--- src/rtl/id_stage.sv ---
// Decode stage: IF/ID register, 32x32 register file with write-back bypass,
// immediate extension, load-use hazard detection and the ID/EX register.
module id_stage (
    input  logic        clock,
    input  logic        reset,
    input  logic [31:0] Instruction,
    input  logic [31:0] PC_plus_4,
    input  logic        if_valid,
    input  logic        flush,
    input  logic        wb_en,
    input  logic [4:0]  wb_addr,
    input  logic [31:0] wb_data,
    output logic        stall,
    output logic        ex_valid,
    output logic [31:0] ex_rs_data,
    output logic [31:0] ex_rt_data,
    output logic [31:0] ex_imm,
    output logic [4:0]  ex_rs,
    output logic [4:0]  ex_rt,
    output logic [4:0]  ex_rd,
    output logic [5:0]  ex_opcode,
    output logic [5:0]  ex_funct,
    output logic [31:0] ex_pc_plus_4
);

    localparam int unsigned XLEN = 32;
    localparam int unsigned NREG = 32;
    localparam int unsigned RIDX = 5;
    localparam int unsigned OPW  = 6;

    localparam logic [OPW-1:0] OP_LW   = 6'b100011;
    localparam logic [OPW-1:0] OP_ANDI = 6'b001100;
    localparam logic [OPW-1:0] OP_ORI  = 6'b001101;
    localparam logic [OPW-1:0] OP_XORI = 6'b001110;

    logic [XLEN-1:0] id_instr_q, id_instr_d;
    logic [XLEN-1:0] id_pc4_q, id_pc4_d;
    logic            id_valid_q, id_valid_d;

    logic [XLEN-1:0] rf_q [NREG];

    logic [RIDX-1:0] id_rs, id_rt, id_rd;
    logic [OPW-1:0]  id_op, id_funct;
    logic [XLEN-1:0] id_rs_data, id_rt_data, id_imm;

    logic            ex_valid_q, ex_valid_d;
    logic [XLEN-1:0] ex_rs_data_q, ex_rs_data_d;
    logic [XLEN-1:0] ex_rt_data_q, ex_rt_data_d;
    logic [XLEN-1:0] ex_imm_q, ex_imm_d;
    logic [RIDX-1:0] ex_rs_q, ex_rs_d;
    logic [RIDX-1:0] ex_rt_q, ex_rt_d;
    logic [RIDX-1:0] ex_rd_q, ex_rd_d;
    logic [OPW-1:0]  ex_opcode_q, ex_opcode_d;
    logic [OPW-1:0]  ex_funct_q, ex_funct_d;
    logic [XLEN-1:0] ex_pc4_q, ex_pc4_d;

    assign id_op    = id_instr_q[31:26];
    assign id_rs    = id_instr_q[25:21];
    assign id_rt    = id_instr_q[20:16];
    assign id_rd    = id_instr_q[15:11];
    assign id_funct = id_instr_q[5:0];

    // Read ports: r0 is hard zero, a same-cycle write-back wins over the array.
    always_comb begin
        id_rs_data = rf_q[id_rs];
        id_rt_data = rf_q[id_rt];
        if (wb_en && (wb_addr == id_rs)) id_rs_data = wb_data;
        if (wb_en && (wb_addr == id_rt)) id_rt_data = wb_data;
        if (id_rs == '0) id_rs_data = '0;
        if (id_rt == '0) id_rt_data = '0;
    end

    always_comb begin
        case (id_op)
            OP_ANDI, OP_ORI, OP_XORI: id_imm = {16'h0000, id_instr_q[15:0]};
            default:                  id_imm = {{16{id_instr_q[15]}}, id_instr_q[15:0]};
        endcase
    end

    // A load in EX whose destination is read by the decoding instruction.
    assign stall = !reset && ex_valid_q && (ex_opcode_q == OP_LW) && (ex_rt_q != '0)
                   && id_valid_q && ((ex_rt_q == id_rs) || (ex_rt_q == id_rt));

    always_comb begin
        id_instr_d = id_instr_q;
        id_pc4_d   = id_pc4_q;
        id_valid_d = id_valid_q;
        if (flush) begin
            id_instr_d = '0;
            id_pc4_d   = '0;
            id_valid_d = 1'b0;
        end else if (!stall) begin
            id_instr_d = Instruction;
            id_pc4_d   = PC_plus_4;
            id_valid_d = if_valid;
        end
    end

    always_comb begin
        ex_valid_d   = 1'b0;
        ex_rs_data_d = '0;
        ex_rt_data_d = '0;
        ex_imm_d     = '0;
        ex_rs_d      = '0;
        ex_rt_d      = '0;
        ex_rd_d      = '0;
        ex_opcode_d  = '0;
        ex_funct_d   = '0;
        ex_pc4_d     = '0;
        if (!flush && !stall) begin
            ex_valid_d   = id_valid_q;
            ex_rs_data_d = id_rs_data;
            ex_rt_data_d = id_rt_data;
            ex_imm_d     = id_imm;
            ex_rs_d      = id_rs;
            ex_rt_d      = id_rt;
            ex_rd_d      = id_rd;
            ex_opcode_d  = id_op;
            ex_funct_d   = id_funct;
            ex_pc4_d     = id_pc4_q;
        end
    end

    always_ff @(posedge clock) begin
        if (reset) begin
            id_instr_q   <= '0;
            id_pc4_q     <= '0;
            id_valid_q   <= 1'b0;
            ex_valid_q   <= 1'b0;
            ex_rs_data_q <= '0;
            ex_rt_data_q <= '0;
            ex_imm_q     <= '0;
            ex_rs_q      <= '0;
            ex_rt_q      <= '0;
            ex_rd_q      <= '0;
            ex_opcode_q  <= '0;
            ex_funct_q   <= '0;
            ex_pc4_q     <= '0;
        end else begin
            id_instr_q   <= id_instr_d;
            id_pc4_q     <= id_pc4_d;
            id_valid_q   <= id_valid_d;
            ex_valid_q   <= ex_valid_d;
            ex_rs_data_q <= ex_rs_data_d;
            ex_rt_data_q <= ex_rt_data_d;
            ex_imm_q     <= ex_imm_d;
            ex_rs_q      <= ex_rs_d;
            ex_rt_q      <= ex_rt_d;
            ex_rd_q      <= ex_rd_d;
            ex_opcode_q  <= ex_opcode_d;
            ex_funct_q   <= ex_funct_d;
            ex_pc4_q     <= ex_pc4_d;
        end
    end

    // Register file keeps its contents across reset; writes to r0 are dropped.
    always_ff @(posedge clock) begin
        if (wb_en && (wb_addr != '0)) rf_q[wb_addr] <= wb_data;
    end

    assign ex_valid     = ex_valid_q;
    assign ex_rs_data   = ex_rs_data_q;
    assign ex_rt_data   = ex_rt_data_q;
    assign ex_imm       = ex_imm_q;
    assign ex_rs        = ex_rs_q;
    assign ex_rt        = ex_rt_q;
    assign ex_rd        = ex_rd_q;
    assign ex_opcode    = ex_opcode_q;
    assign ex_funct     = ex_funct_q;
    assign ex_pc_plus_4 = ex_pc4_q;

endmodule

--- config.mk ---
export PLATFORM = sky130hd
export DESIGN_NAME = id_stage
export DESIGN_NICKNAME = d
export VERILOG_FILES = /design/src/rtl/id_stage.sv
export SDC_FILE = /design/constraint.sdc
export NUM_CORES = 1
export LEC_CHECK = 0
export BUFFER_PORTS_ARGS = -buffer_cell sky130_fd_sc_hd__buf_2
export CORE_MARGIN = 1.5
export CORE_UTILIZATION = 50
export CTS_CLUSTER_SIZE = 12
export DETAILED_ROUTE_END_ITERATION = 7
export PLACE_DENSITY = 0.67
export SLEW_MARGIN = 20
export SYNTH_ARGS = -nofsm -noshare
export SYNTH_HDL_FRONTEND = slang
export SYNTH_SLANG_ARGS = --single-unit
--- constraint.sdc ---
create_clock -name clock -period 3.7 [get_ports clock]
set_input_delay 0.74 -clock clock [delete_from_list [all_inputs] [get_ports clock]]
set_output_delay 0.74 -clock clock [all_outputs]
set_load 0.02 [all_outputs]
==> Word-level counts from Yosys, hierarchy flattened <==
Memory sizes are Yosys's and may differ from the RTL's. A register that Yosys moved wholly into a read port is not among the register bits.
Cells that the tools add are included.
{ "totals": {"ff_bits": 142, "mem_bits_rw": 1024, "inputBits": 106, "out_inout_bits": 157, "word_cells": 42, "n_memories": 1} }
{ "classes": {"n_eq_ne": 6, "muxes": 2, "bitwise_logic": 1, "reduce_logical": 20} }
{ "mem_list": {"columns": ["memory", "words", "width", "read_ports", "rd_clocked_by_memory_dff", "write_ports", "line_no", "source"], "rows": [
  ["rf_q", 32, 32, 2, 2, 1, "40", "logic [XLEN-1:0] rf_q [NREG];"]
]} }
{ "op_table": {"columns": ["cell", "count"], "rows": [
  ["== test 6 x 4 -> 1 bit (second input constant)", 3],
  ["== test 5 bit", 2],
  ["logical NOT 5 bit", 2],
  ["nonzero test 5 bit", 2],
  ["logical AND 1 bit", 7],
  ["== test 6 bit (second input constant)", 1],
  ["OR reduction 3 bit", 2],
  ["OR reduction 5 bit", 1],
  ["OR reduction 2 bit", 2],
  ["logical NOT 1 bit", 3],
  ["2-to-1 mux 1 bit", 2],
  ["logical OR 1 bit", 1],
  ["inverter 1 bit", 1]
]} }

==> Depth between registers and ports, before layout <==
{ "depth": {"ltp_word": 10, "depth_mapped": 10, "depth_no_buf": 7} }

==> Worst setup path before layout <==
OpenSTA, ideal clock, no wires.
{ "synth_path": {"path_type": "input to register", "from": "input wb_addr[4]", "to": "memory rf_q[19][0], enable pin", "setup_ps": 421, "arrival_ps": 2898, "required_time_ps": 3279, "path_slack_ps": 381, "path_stages": 3, "path_buffers": 1, "path_cell_list": "clkbuf_1 -> or3b_2 -> nor2_1"} }
{ "synth_between": {"elab_chain_cells": 4} }
{ "synth_rtl": {"columns": ["item", "line_no", "source"], "rows": [
  ["start, declared", "11", "input logic [4:0] wb_addr,"],
  ["nonzero test 5 bit", "158", "if (wb_en && (wb_addr != '0)) rf_q[wb_addr] <= wb_data;"],
  ["logical AND 1 bit", "158", null],
  ["2-to-1 mux 1 bit", "158", null],
  ["2-to-1 mux 1 bit (implied by the code)", "158", null],
  ["end, declared", "40", null]
]} }
Several ways; a longest one is shown, not always the timed one.

==> Final worst setup path <==
{ "layout_path": {"from": "register id_instr_q[25]", "to": "output stall"} }
{ "layout_between": {"elab_chain_cells": 3} }
{ "layout_rtl": {"columns": ["item", "line_no", "source"], "rows": [
  ["start, declared", "36", "logic [XLEN-1:0] id_instr_q, id_instr_d;"],
  ["start signal, assigned", "140", "id_instr_q <= id_instr_d;"],
  ["== test 5 bit", "82", "&& id_valid_q && ((ex_rt_q == id_rs) || (ex_rt_q == id_rt));"],
  ["logical OR 1 bit", "82", null],
  ["logical AND 1 bit", "82", null],
  ["end, declared", "13", "output logic stall,"]
]} }
No other way between the ends.

==> flow_metrics.py <==
metrics = {
    "status": {
        "status": "complete, no violations",
    },
    "global_routing": {
        "grt_max_degree": 68,
        "groute.usage.overall_pct": 31.9,
        "grt_pass1_wl_mm": 251,
        "antenna_found_initial": 6,
        "grt_overflow": 0,
        "first_global_vias": 34800,
    },
    "logic_synthesis": {
        "yosys.area.top_type": "edfxtp_1",
        "ys_types": 58,
        "synth-async-reset-ratio_pct": 0,
        "syn_area_um2": 54100,
        "ys_ff_latch": 1219,
        "yosysWarnings": 0,
        "synthTopCellsByArea": "edfxtp_1 57%, mux4_2 14%, mux2i_1 7.8%",
        "synth_edf_count": 1024,
        "synth_cells": 3153,
        "synth_ff_type": "edfxtp_1",
        "avgSynthCellArea_um2": 17.2,
        "synth.top_cell.area_share_pct": 56.9,
        "ys_seq_area_share_pct": 64.1,
    },
    "drt": {
        "wl_per_cell_um": 35.6,
        "ant_nets": 0,
        "routed_wl_mm": 177,
        "drcViolationCount": 0,
        "vias": 34900,
        "viasPerCell": 7.00,
        "drt-initial-drc-count": 4773,
        "drt-pass1-iter-count": 8,
    },
    "place": {
        "place_congestion": 0.859,
        "placed_area_um2": 57700,
        "place_inst": 4741,
        "port_buffers": 262,
        "dp_hpwl_mm": 105,
        "pre_cts_ws_ns": 0.559,
    },
    "clock_network": {
        "insertion_delay_ns": 0.75,
        "clock_sinks": 1219,
        "clk_path_buf_depth": 3,
        "cts_resized": 0,
        "cts_root_buffer": "clkbuf_16",
        "clk_pin_slew_ns": 0.06,
        "cts_tree": "built",
        "numCtsBuffers": 130,
        "cts_hold_buf": 0,
        "htreeDepth": 4,
        "cts_setup_buffers": 0,
    },
    "timing": {
        "setup_viol": 0,
        "final_max_slew_viol_count": 0,
        "period_share_pct": 90.9,
        "fmax_mhz": 297,
        "finalCriticalPeriod_ns": 3.36,
        "worst_slew_pin_slew_ns": 1.12,
        "finalHoldViolations": 0,
        "worst_slack_ns": 0.336,
        "finalClockSkew_ns": 0.0294,
        "rsz0062_at_grt": "false",
        "slew_headroom_pct": 25.2,
        "fin_setup_tns_ns": 0,
    },
    "cells_and_area": {
        "n_fill_cell": 7981,
        "syn2layout_area_growth_pct": 14.4,
        "final_cells": 4978,
        "final_area_um2": 61900,
        "layout-drive-gt1-share_pct": 29.2,
        "final_common_cell": "edfxtp_1",
        "final_cell_mix": "1024 x edfxtp_1, 419 x mux2i_1, 346 x mux4_2, 262 x buf_2, 185 x dfxtp_1",
        "utilization_pct": 57.7,
        "nNetsFinal": 3576,
    },
    "power_and_ir_drop": {
        "powerDensity_nw_per_um2": 488,
        "leakagePower_nw": 20.2,
        "ir_drop_v": 0.000443,
    },
    "floorplanning": {
        "initial_core_util_pct": 50.5,
        "placementRows": 120,
        "ios": 263,
        "design.core.area_um2": 107000,
        "die-width_um": 332,
        "die_h_um": 332,
        "dieArea_um2": 110000,
    },
    "worst_setup_path": {
        "worst_ep_required_time_ns": 2.96,
        "worst_path_max_delay_cell": "dfxtp_2",
        "start_kind": "register",
        "crit_path_max_fanout": 12,
        "worst-setup-path-type": "reg2out",
        "arrival_ns": 2.62,
        "path_cells": "xor2_1 -> nor3_1 -> a22oi_1 -> or2_2 -> inv_4 -> buf_2",
        "slowest_delay_ns": 0.80,
        "end_kind": "output pin",
    },
    "min_path": {
        "hold_class": "in2reg",
    },
    "run": {
        "max_cap_viol_count": 0,
    },
}
-- metal layers --
layer	vias to the layer above	share of wire, %	track usage [%]
li1	13600	-	-
met1	17900	36	42.2
met2	2751	46	49.1
met3	541	13	8.22
met4	4	5.4	15.9
met5	-	0.015	0
-- through the flow --
step | power (mW) | hold slack [ns]
2_1_floorplan | 16.8 | 0.444
3_3_place_gp | 17.7 | 0.460
3_5_place_dp | 17.7 | 0.464
4_1_cts | 30.3 | 0.184
5_1_grt | 30.9 | 0.208
6_report | 30.2 | 0.215
-- cell type report --
type | count | area [um2] | area share (%)
antenna | 1 | 2.50 | 0.00404
clock buffer | 205 | 3810 | 6.16
clock inverter | 31 | 335 | 0.542
inverter | 4 | 17.5 | 0.0283
multi-input combinational | 1676 | 18100 | 29.3
sequential | 1219 | 34700 | 56.1
tap | 1403 | 1760 | 2.84
timing repair buffer | 439 | 3150 | 5.10
-- worst max-delay path, delay by kind of cell (launching register included) --
kind                   cells  cell delay [ns]
flip-flops                 1             0.80
AND/OR/NAND/NOR            2             0.52
buffers and inverters      2             0.24
AO/OA/AOI/OAI              1             0.18
XOR/XNOR                   1             0.15
-- sequential cells by signal, summed over array words and instances (netlist names) --
| register | flops |
|---|---|
| ex_rs | 5 |
| ex_opcode | 6 |
| ex_valid | 1 |
| ex_rs_data | 32 |
| id_pc4_q | 32 |
| rf_q | 1024 |
| ex_rt_data | 32 |
| ex_imm | 17 |
| id_valid_q | 1 |
| id_instr_q | 32 |
| ex_rt | 5 |
| ex_pc_plus_4 | 32 |
-- synth_stat cells, types with 25 or more instances --
library cell / count
a211oi_1: 91
dfxtp_1: 195
a22oi_1: 41
a221oi_1: 27
mux4_2: 346
buf_4: 85
mux2i_1: 419
and3_1: 63
nor2_1: 121
o221ai_1: 65
a22o_1: 57
nor2b_1: 27
o21ai_0: 25
o22ai_1: 70
clkbuf_1: 86
edfxtp_1: 1024
a21oi_1: 79
nand2_1: 42
buf_2: 81
-- report_power, final --
| part | switching, mW | total [mW] | internal, mW |
|---|---|---|---|
| clock | 5.34 | 12.7 | 7.37 |
| sequential | 0.172 | 15.3 | 15.1 |
| combinational | 1.37 | 2.21 | 0.840 |
| total | 6.88 | 30.2 | 23.3 |
-- path summary, 6_finish.rpt --
path | to | depth (start not counted) | from | slack [ns]
worst max-delay path | stall | 6 | id_instr_q[25] | 0.34
worst min register to register | ex_imm[1] | 1 | id_instr_q[1] | 0.47
worst min-delay path | id_valid_q | 2 | if_valid | 0.22
worst max register to register | ex_rs_data[23] | 7 | id_instr_q[25] | 0.56
-- cells by family after synthesis --
group / share of synthesized area [%]
multiplexers: 22.5
buffers and inverters: 3.21
flip-flops: 64.1
AND/OR/NAND/NOR: 3.07
AO/OA/AOI/OAI: 6.85
other: 0.00693
XOR/XNOR: 0.324
Power figures use the tool's default switching activity.
